**src/rtl/blink_pkg.sv**
```systemverilog
// Shared definitions for the blink LCD fetch sequencer: attribute bit positions,
// character-set boundaries, fetch state encoding and the screen-file address helper.
package blink_pkg;

  localparam int ATTR_HRS   = 5;
  localparam int ATTR_CODE8 = 0;
  localparam int ATTR_CODE9 = 1;

  localparam logic [8:0] LORES0_FIRST = 9'h1C0;
  localparam logic [9:0] HIRES1_FIRST = 10'h300;

  typedef enum logic [2:0] {
    IDLE,
    ATTR_LO,
    ATTR_HI,
    FONT,
    OUT
  } fetch_state_e;

  // Each text row owns 256 bytes of the screen file: 128 columns of 2 bytes.
  function automatic logic [21:0] attr_addr(input logic [10:0] sbr,
                                            input logic [2:0]  row,
                                            input logic [6:0]  col,
                                            input logic        odd);
    return {sbr, row, col, odd};
  endfunction

endpackage

```
**src/rtl/blink_lcd_fetch_if.sv**
```systemverilog
// Valid/ready byte stream from the fetch sequencer to the LCD shifter.
interface blink_lcd_fetch_if;

  logic       pix_valid;
  logic       pix_ready;
  logic [7:0] pix_data;
  logic       pix_hrs;
  logic       pix_eol;

  modport master (
    output pix_valid,
    output pix_data,
    output pix_hrs,
    output pix_eol,
    input  pix_ready
  );

  modport slave (
    input  pix_valid,
    input  pix_data,
    input  pix_hrs,
    input  pix_eol,
    output pix_ready
  );

endinterface

```
**src/rtl/blink_font_addr.sv**
```systemverilog
// Maps a character attribute and scan line to the font byte address in one of
// the four character sets. Purely combinational.
module blink_font_addr
  import blink_pkg::*;
(
  input  logic [7:0]  i_lo,
  input  logic [1:0]  i_code_hi,
  input  logic        i_hrs,
  input  logic [2:0]  i_s,
  input  logic [12:0] i_pb0,
  input  logic [9:0]  i_pb1,
  input  logic [8:0]  i_pb2,
  input  logic [10:0] i_pb3,
  output logic [21:0] o_addr
);

  logic [8:0] w_c9;
  logic [9:0] w_c10;

  assign w_c9  = {i_code_hi[0], i_lo};
  assign w_c10 = {i_code_hi, i_lo};

  always_comb begin
    // NOTE: o_addr gets a value before any branch so no path can infer a latch.
    o_addr = '0;
    if (i_hrs) begin
      if (w_c10 < HIRES1_FIRST) o_addr = {i_pb2, w_c10, i_s};
      else                      o_addr = {i_pb3, w_c10[7:0], i_s};
    end else begin
      if (w_c9 < LORES0_FIRST)  o_addr = {i_pb1, w_c9, i_s};
      else                      o_addr = {i_pb0, w_c9[5:0], i_s};
    end
  end

endmodule

```
**src/rtl/blink_lcd_fetch.sv**
```systemverilog
// Screen-refresh fetch sequencer: steals idle Z80 bus cycles to read each
// character attribute and font byte, then hands the byte to the LCD shifter.
module blink_lcd_fetch
  import blink_pkg::*;
#(
  parameter int COLS  = 106,
  parameter int LINES = 64
) (
  input  logic        mck,
  input  logic        rin,
  input  logic        en,
  input  logic        mrq_n,
  input  logic [21:0] z80_ma,
  input  logic [10:0] sbr,
  input  logic [12:0] pb0,
  input  logic [9:0]  pb1,
  input  logic [8:0]  pb2,
  input  logic [10:0] pb3,
  input  logic [7:0]  mem_rdata,
  output logic [21:0] ma,
  output logic        lcd_own,
  output logic        frame_done,
  blink_lcd_fetch_if.master pix
);

  localparam logic [6:0] LAST_COL  = 7'(COLS - 1);
  localparam logic [5:0] LAST_LINE = 6'(LINES - 1);

  fetch_state_e r_state;
  fetch_state_e w_next;

  logic [5:0]  r_line;
  logic [6:0]  r_col;
  logic [7:0]  r_lo;
  logic [1:0]  r_code_hi;
  logic        r_hrs;
  logic        r_pix_valid;
  logic [7:0]  r_pix_data;
  logic        r_pix_hrs;
  logic        r_pix_eol;
  logic        r_frame_done;

  logic        w_fetching;
  logic        w_grant;
  logic        w_accept;
  logic        w_last_col;
  logic        w_last_line;
  logic [21:0] w_attr_addr;
  logic [21:0] w_font_addr;
  logic [21:0] w_fetch_addr;

  // The Z80 always wins: a fetch state only gets the bus when MREQ is idle.
  assign w_fetching  = (r_state == ATTR_LO) || (r_state == ATTR_HI) || (r_state == FONT);
  assign w_grant     = w_fetching && mrq_n;
  assign w_accept    = (r_state == OUT) && r_pix_valid && pix.pix_ready;
  assign w_last_col  = (r_col == LAST_COL);
  assign w_last_line = (r_line == LAST_LINE);

  assign w_attr_addr  = attr_addr(sbr, r_line[5:3], r_col, r_state == ATTR_HI);
  assign w_fetch_addr = (r_state == FONT) ? w_font_addr : w_attr_addr;

  assign ma      = w_grant ? w_fetch_addr : z80_ma;
  assign lcd_own = w_grant;

  blink_font_addr u_font_addr (
    .i_lo      (r_lo),
    .i_code_hi (r_code_hi),
    .i_hrs     (r_hrs),
    .i_s       (r_line[2:0]),
    .i_pb0     (pb0),
    .i_pb1     (pb1),
    .i_pb2     (pb2),
    .i_pb3     (pb3),
    .o_addr    (w_font_addr)
  );

  always_comb begin
    w_next = r_state;
    unique case (r_state)
      IDLE:    if (en)       w_next = ATTR_LO;
      ATTR_LO: if (w_grant)  w_next = ATTR_HI;
      ATTR_HI: if (w_grant)  w_next = FONT;
      FONT:    if (w_grant)  w_next = OUT;
      OUT:     if (w_accept) w_next = en ? ATTR_LO : IDLE;
      default:               w_next = IDLE;
    endcase
  end

  always_ff @(posedge mck) begin
    if (rin) begin
      r_state      <= IDLE;
      r_line       <= '0;
      r_col        <= '0;
      r_pix_valid  <= 1'b0;
      r_pix_data   <= '0;
      r_pix_hrs    <= 1'b0;
      r_pix_eol    <= 1'b0;
      r_frame_done <= 1'b0;
    end else begin
      // NOTE: non-blocking assignments so every register sees pre-edge values.
      r_state      <= w_next;
      r_frame_done <= 1'b0;

      if (w_grant && (r_state == FONT)) begin
        r_pix_valid <= 1'b1;
        r_pix_data  <= mem_rdata;
        r_pix_hrs   <= r_hrs;
        r_pix_eol   <= w_last_col;
      end

      if (w_accept) begin
        r_pix_valid <= 1'b0;
        if (w_last_col) begin
          r_col <= '0;
          if (w_last_line) begin
            r_line       <= '0;
            r_frame_done <= 1'b1;
          end else begin
            r_line <= r_line + 6'd1;
          end
        end else begin
          r_col <= r_col + 7'd1;
        end
      end
    end
  end

  // NOTE: attribute holding registers need no reset; FONT is only reached after both are written.
  always_ff @(posedge mck) begin
    if (w_grant && (r_state == ATTR_LO)) begin
      r_lo <= mem_rdata;
    end
    if (w_grant && (r_state == ATTR_HI)) begin
      r_code_hi <= mem_rdata[ATTR_CODE9:ATTR_CODE8];
      r_hrs     <= mem_rdata[ATTR_HRS];
    end
  end

  assign pix.pix_valid = r_pix_valid;
  assign pix.pix_data  = r_pix_data;
  assign pix.pix_hrs   = r_pix_hrs;
  assign pix.pix_eol   = r_pix_eol;
  assign frame_done    = r_frame_done;

endmodule

```
**src/flat_wrapper.sv**
```systemverilog
// flat-port wrapper written by rule: the top's interface ports become plain ports
module blink_lcd_fetch_flat import blink_pkg::*;
#(
  parameter int COLS  = 106,
  parameter int LINES = 64
)
  (mck, rin, en, mrq_n, z80_ma, sbr, pb0, pb1, pb2, pb3, mem_rdata, ma, lcd_own, frame_done, pix_pix_valid, pix_pix_data, pix_pix_hrs, pix_pix_eol, pix_pix_ready);
  blink_lcd_fetch_if pix_i ();
  input  logic mck;
  input  logic rin;
  input  logic en;
  input  logic mrq_n;
  input  logic [21:0] z80_ma;
  input  logic [10:0] sbr;
  input  logic [12:0] pb0;
  input  logic [9:0] pb1;
  input  logic [8:0] pb2;
  input  logic [10:0] pb3;
  input  logic [7:0] mem_rdata;
  output logic [21:0] ma;
  output logic lcd_own;
  output logic frame_done;
  output wire logic [$bits(pix_i.pix_valid)-1:0] pix_pix_valid;
  output wire logic [$bits(pix_i.pix_data)-1:0] pix_pix_data;
  output wire logic [$bits(pix_i.pix_hrs)-1:0] pix_pix_hrs;
  output wire logic [$bits(pix_i.pix_eol)-1:0] pix_pix_eol;
  input wire logic [$bits(pix_i.pix_ready)-1:0] pix_pix_ready;
  assign pix_pix_valid = pix_i.pix_valid;
  assign pix_pix_data = pix_i.pix_data;
  assign pix_pix_hrs = pix_i.pix_hrs;
  assign pix_pix_eol = pix_i.pix_eol;
  assign pix_i.pix_ready = pix_pix_ready;
  blink_lcd_fetch #(.COLS(COLS), .LINES(LINES)) u_core (.mck(mck), .rin(rin), .en(en), .mrq_n(mrq_n), .z80_ma(z80_ma), .sbr(sbr), .pb0(pb0), .pb1(pb1), .pb2(pb2), .pb3(pb3), .mem_rdata(mem_rdata), .ma(ma), .lcd_own(lcd_own), .frame_done(frame_done), .pix(pix_i));
endmodule
```
**config.mk**
```make
export PLATFORM = sky130hd
export DESIGN_NAME = blink_lcd_fetch_flat
export DESIGN_NICKNAME = d
export VERILOG_FILES = /design/src/rtl/blink_pkg.sv /design/src/rtl/blink_lcd_fetch_if.sv /design/src/rtl/blink_font_addr.sv /design/src/rtl/blink_lcd_fetch.sv /design/src/flat_wrapper.sv
export SDC_FILE = /design/constraint.sdc
export NUM_CORES = 1
export LEC_CHECK = 0
export ABC_AREA = 1
export BUFFER_PORTS_ARGS = -buffer_cell sky130_fd_sc_hd__buf_4
export CAP_MARGIN = 40
export CORE_MARGIN = 5
export CORE_UTILIZATION = 32
export CTS_CLUSTER_DIAMETER = 200
export DETAILED_ROUTE_END_ITERATION = 10
export GPL_TIMING_DRIVEN = 0
export PLACE_DENSITY = 0.59
export SLEW_MARGIN = 20
export SYNTH_ARGS = -nofsm -noshare
export SYNTH_HDL_FRONTEND = slang
export SYNTH_HIERARCHICAL = 1
export SYNTH_SLANG_ARGS = --single-unit
```
**constraint.sdc**
```tcl
create_clock -name mck -period 3.7 [get_ports mck]
set_input_delay 0.185 -clock mck [delete_from_list [all_inputs] [get_ports mck]]
set_output_delay 0.185 -clock mck [all_outputs]
set_load 0.02 [all_outputs]
```
# Word-level counts from Yosys, hierarchy flattened
# Cells that the tools add are included.
dict set report totals {
  register_bits 39
  in_bits 89
  output_inout_bits 35
  elab_cells 56
}
dict set report classes {
  add_sub_neg 2
  n_lt_le_gt_ge 2
  eq_ne 11
  n_mux 15
  bitwise 2
  reduce_logical 13
}
# cell n
set op_table {}
lappend op_table {{$mux 22} 5}
lappend op_table {{$mux 3} 5}
lappend op_table {{$pmux 3 s5} 1}
lappend op_table {{$lt 10x10->1 const B} 1}
lappend op_table {{$lt 9x9->1 const B} 1}
lappend op_table {{$ne 2x1->1 const B} 4}
lappend op_table {{$add 7x1->7 const B} 1}
lappend op_table {{$eq 7x7->1 const B} 1}
lappend op_table {{$mux 7} 1}
lappend op_table {{$add 6x1->6 const B} 1}
lappend op_table {{$eq 3x2->1 const B} 2}
lappend op_table {{$eq 6x6->1 const B} 1}
lappend op_table {{$logic_and 1x1->1} 6}
lappend op_table {{$mux 6} 1}
lappend op_table {{$reduce_and 5->1} 1}
lappend op_table {{$eq 3x1->1 const B} 1}
lappend op_table {{$eq 3x3->1 const B} 1}
lappend op_table {{$logic_not 3->1} 1}
lappend op_table {{$reduce_or 3->1} 1}
lappend op_table {{$logic_or 1x1->1} 2}
lappend op_table {{$mux 1} 2}
lappend op_table {{$ne 2x2->1 const B} 1}
lappend op_table {{$not 1->1} 2}
lappend op_table {{$reduce_and 2->1} 1}
lappend op_table {{$reduce_or 2->1} 1}

# Depth between registers and ports, before layout
dict set report logic_depth {
  depth_word 6
  depth_mapped 8
  ltp_nobuf 8
}

# Hierarchy
# The synthesis kept the hierarchy.
# mod instances cells_each area_each_um2 seq_area_each_um2
set by_module_without_submodules {}
lappend by_module_without_submodules {blink_lcd_fetch 1 287 2103.3 890.9}
lappend by_module_without_submodules {blink_font_addr 1 129 626.9 0.0}

# Worst setup path before layout
# No wires, ideal clock.
dict set report synth_timing {
  path_kind {register -> register}
  start {reg u_core.r_state[0]}
  end {reg u_core.r_lo[0] (enable)}
  arrival_time_ns 1.362
  setup_slack_ns 1.944
  path_stages_with_launch 3
  path_cell_list {dfxtp_1 -> inv_1 -> nor4_1}
}
dict set report synth_via {
  elab_chain_cells 5
  word_cells_on_any_way 7
  classes_between {eq/ne (3); reduce/logical (4)}
}
# element line
set synth_lines {}
lappend synth_lines {{from (decl)} blink_lcd_fetch.sv:29} ;# fetch_state_e r_state;
lappend synth_lines {{from (signal assigned)} blink_lcd_fetch.sv:101} ;# r_state <= w_next;
lappend synth_lines {{$eq 3x1->1 or $eq 3x2->1 (tied branches)} {blink_lcd_fetch.sv:53, blink_lcd_fetch.sv:130}}
lappend synth_lines {{$logic_or 1x1->1 (2 in series)} blink_lcd_fetch.sv:53} ;# assign w_fetching = (r_state == ATTR_LO) || (r_state == ATTR_HI) || (r_state == FONT);
lappend synth_lines {{$logic_and 1x1->1} blink_lcd_fetch.sv:54} ;# assign w_grant = w_fetching && mrq_n;
lappend synth_lines {{$logic_and 1x1->1 (*)} blink_lcd_fetch.sv:130} ;# if (w_grant && (r_state == ATTR_LO)) begin
lappend synth_lines {{to (signal assigned)} blink_lcd_fetch.sv:131} ;# r_lo <= mem_rdata;
lappend synth_lines {{to (decl)} blink_lcd_fetch.sv:34} ;# logic [7:0] r_lo;
# Every way passes the cells marked *; elsewhere a longest branch is shown, timed or not.
# A chain may end at the register's enable or synchronous reset.

# Final worst setup path
dict set report layout_timing {
  start {reg u_core.r_state[1]}
  end {out ma[11]}
}
dict set report layout_via {
  elab_chain_cells 5
  word_cells_on_any_way 8
  classes_between {eq/ne (3); mux (2); reduce/logical (3)}
}
# element line
set layout_lines {}
lappend layout_lines {{$eq 3x1->1 or $eq 3x2->1 (tied branches)} blink_lcd_fetch.sv:53}
lappend layout_lines {{$logic_or 1x1->1 (2 in series)} blink_lcd_fetch.sv:53}
lappend layout_lines {{$logic_and 1x1->1} blink_lcd_fetch.sv:54}
lappend layout_lines {{$mux 22 (*)} blink_lcd_fetch.sv:62} ;# assign ma = w_grant ? w_fetch_addr : z80_ma;
lappend layout_lines {{to (decl)} flat_wrapper.sv:20} ;# output logic [21:0] ma;
# Marked as above.

==> results.md <==
* Run status: finished clean
* Post-synthesis cell area at 2730 um^2
* Number of buffers created by CTS at 5
* Internal power at 0.000826 W
* Top-Level Pins at around 120
* Cell depth of the worst hold path at 1
* Final worst-path cycle share at 0.646
* Die outline area at around 10000 um^2
* Vias in the first global route at 3016
* Gpl congestion at about 0.91
* CTS resizes at 0
* Core region area at 8260 um^2
* P per Cell Area at roughly 310 nW/um^2
* Filler-free cell count of the finished design at around 650
* Final critical delay including setup and external delays at approximately 2.4 ns
* Commonest cells in the synthesized netlist: 89 x nand2_1, 62 x inv_1, 41 x nor2_1, 38 x nand3_1
* Global-route track usage on met1 at 0.252
* Async set-or-reset flop fraction in the synthesized netlist at 0
* Clock Root Buffer: clkbuf_8
* Fraction of synthesized cell area in xor and xnor cells at 0.0128
* Share of the synthesized area in compound gates (AO/OA/AOI/OAI) at 0.156
* Hold-critical path endpoint: u_core/r_lo[7]
* Final net count at 639
* Share of synthesized cell area in and, or, nand and nor gates at 0.333
* Most used standard cell by instance count after synthesis: nand2_1
* Achievable Freq at ~420 MHz
* Clk sinks at 39
* Class of the worst hold path: primary input to register
* Die outline height at between 100 and 150 um
* Most frequently used flop master after synthesis: dfxtp_1
* Critical path type: register to output port
* Share of the synthesized area in the top cell type at 0.205
* FF-to-FF path depth at 6
* Yosys warning total at 6
* First-pass GRT wire length at roughly 15 mm
* Clk Latency, worst-skew pair at 0.29 ns
* Chain of cells forming the critical path: nor2_1, nor3_4, clkbuf_1, o21ai_0, o22ai_1, buf_4
* Number of remaining DRC errors at 0
* Setup Fix Bufs, Post-CTS at 0
* Layout overhead on the synthesized area at 43.2%
* Power dissipated by switching net loads at slightly below 0.0004 W
* Worst path max stage delay at between 0.4 and 0.5 ns
* CP Capture Type: output port
* GR peak layer: met2
* Horizontal die dimension at between 100 and 150 um
* Number of max-capacitance violations reported at 0
* Port Buf Inserts at 123
* Post-route antenna net violation count at 0
* Number of hold-repair buffers added at the cts stage at 0
* Number of nets produced by synthesis at 508
* Number of inserted diodes at 0
* Leak Pwr at 1.92 nW
* Starting utilization of the core area at 0.331
* Clock tree from TritonCTS: done
* Critical path launch point type: register
* Top fanout value on the critical path at 10
* Length of the first detailed-routing pass in iterations at 5
* Area taken by flip-flops and latches at between 800 and 900 um^2
* Remaining global-route overflow at 0
* Clk pin slew, worst setup/hold paths at around 0.08 ns
* Switching power as a share of total power at 0.321
* Final setup violation count at 0
* Worst Tran Pin Value at roughly 0.65 ns
* Buffer depth of the longest clock path at 2
* Setup TNS Final at 0 ns
* Number of design-rule violations left by the first detailed-router iteration at ~130
* Largest voltage drop on the vdd net at 0.000191 V
* Sequential area share after synthesis at 0.326
* Share of synthesized cell area in full adder, half adder and majority cells at 0.0137
* Pins over their slew limit at 0
* Post-synth EDFFs at 11
* GRT met2 Usage at 0.288
* WP data arrival at between 2 and 2.5 ns
* Share of cell area taken by muxes after synthesis at 0
* Highest-delay cell along the critical path: dfxtp_1
* Cells after DPL at 644
* Largest area contributor in the synthesized netlist: dfxtp_1
* Synth Register Bits at 39
* Routed vias at approximately 3200
* Routed Wire Length at 9.70 mm
* R2r endpoint: u_core/r_col[6]
* Mean cell area of the mapped netlist at between 6 and 7 um^2
* Routed vias/inst at roughly 4.9
* Cell variety after synth at 32
* Total routing resource utilization after global routing at 0.181
* Layout cells sized above 1 at 0.303
* Number of H-tree levels at 2
* Detailed-placement wirelength estimate at roughly 8 mm
* Final Hold Vio Count at 0
* Clock share of power at 0.299
* RSZ-0062 raised after global routing: false
* Average wire length per cell after detail routing at between 10 and 15 um
* Sequential share of power at 0.382
* Final clock skew at 0.00482 ns
* Setup slack on the worst flop-to-flop path at between 2 and 2.5 ns
* Rel. slew slack at 0.566
* Filler cell count at 873
* Count of standard-cell rows at 33
* Global Route met3 Usage at 0.0389
* Biggest area contributors in the synthesized netlist: dfxtp_1 21%, nand2_1 12%, edfxtp_1 12%, inv_1 8.5%, nand3_1 7.0%
* Reg-to-reg startpoint: u_core/r_state[0]
* Area taken by multi-input logic gates at ~1400 um^2
* Startpoint of the lowest-slack hold path: mem_rdata[7]
* Syn Inst Count at 416
* Largest family of logic cells by synthesized area: simple AND/OR/NAND/NOR gates
* Antenna violations before repair at 0
* Required time of the worst setup path at 3.51 ns
* Power share of the combinational group at 0.319
* Pin count of the biggest net entering global routing at 14
-- layout make-up --
class | count | area share
Clock inverter | 3 | 0.0112
Tap cell | 105 | 0.0336
Multi-Input combinational cell | 282 | 0.362
Inverter | 64 | 0.0615
Clock buffer | 5 | 0.0176
Timing Repair Buffer | 124 | 0.238
Buffer | 31 | 0.0490
Sequential cell | 39 | 0.228
-- worst max path at each step --
stage	start	to	slack (ns)	cells past startpoint
detailed placement	u_core/r_state[1]	ma[11]	1.63	6
finish	u_core/r_state[1]	ma[11]	1.31	6
global placement	u_core/r_state[0]	u_core/r_lo[6]	1.61	2
CTS	u_core/r_state[1]	ma[11]	1.29	6
global route	u_core/r_state[1]	ma[11]	1.15	6
floorplan	u_core/r_state[0]	u_core/r_lo[0]	1.94	2
-- stage by stage --
stage          setup WS, ns  power (W)  utilization  hold slack, ns  area, um^2
2_1_floorplan          1.94   0.000674            -           0.284        2730
3_3_place_gp           1.61   0.000860        0.458           0.379        3780
3_5_place_dp           1.63   0.000863        0.459           0.379        3790
4_1_cts                1.29    0.00122        0.473          0.0699        3900
5_1_grt                1.15    0.00128        0.473          0.0625        3910
6_report               1.31    0.00122        0.473          0.0815        3910
-- power groups by stage --
stage | sequential, W | combinational, W | clock (W)
after global placement | 0.000474 | 0.000386 | 0
after global routing | 0.000467 | 0.000422 | 0.000389
final | 0.000465 | 0.000389 | 0.000364
after CTS | 0.000464 | 0.000390 | 0.000368
after floorplan | 0.000474 | 0.000200 | 0
after detailed placement | 0.000474 | 0.000388 | 0
-- placed cells by master (no fill, tap or decap), types with 2 or more instances in the layout --
cell type	count
inv_2	2
dfxtp_1	28
nor3_1	5
nor2_4	2
o21ai_0	28
edfxtp_1	11
nand3_2	2
nand2_1	89
nand2_2	2
a21oi_1	20
ha_1	3
xor2_1	4
clkbuf_8	5
nand3b_1	2
nor2_1	41
clkbuf_1	10
buf_2	3
o22ai_1	22
nand3_1	38
o21bai_1	2
nand4_1	11
buf_4	140
inv_1	62
nor3_4	2
-- per-layer routing --
layer | vias to the layer above | share of wire
met5 | - | 0
met4 | 0 | 0.012
met3 | 10 | 0.11
met2 | 152 | 0.44
met1 | 1447 | 0.43
li1 | 1616 | -
-- worst max-delay path, delay by kind of cell, from the launching register on --
family                 cells  cell delay, ns
buffers and inverters      2            0.58
AND/OR/NAND/NOR            2            0.47
flip-flops                 1            0.42
AO/OA/AOI/OAI              2            0.45
-- state kept, by name (all words and copies together), names as in the netlist --
signal / cells
u_core/r_lo: 8
u_core/r_hrs: 1
u_core/r_line: 6
u_core/pix.pix_eol: 1
u_core/r_code_hi: 2
u_core/pix.pix_hrs: 1
u_core/r_col: 7
u_core/pix.pix_data: 8
u_core/pix.pix_valid: 1
u_core/r_state: 3
u_core/frame_done: 1
-- cell families (layout without fill, tap and decap cells) --
group                    count (synthesis)  count (layout)
AND/OR/NAND/NOR                        199             199
buffers and inverters                   95             227
AO/OA/AOI/OAI                           76              76
flip-flops                              39              39
XOR/XNOR                                 4               4
adder cells (fa/ha/maj)                  3               3
Power figures use the tool's default switching activity.
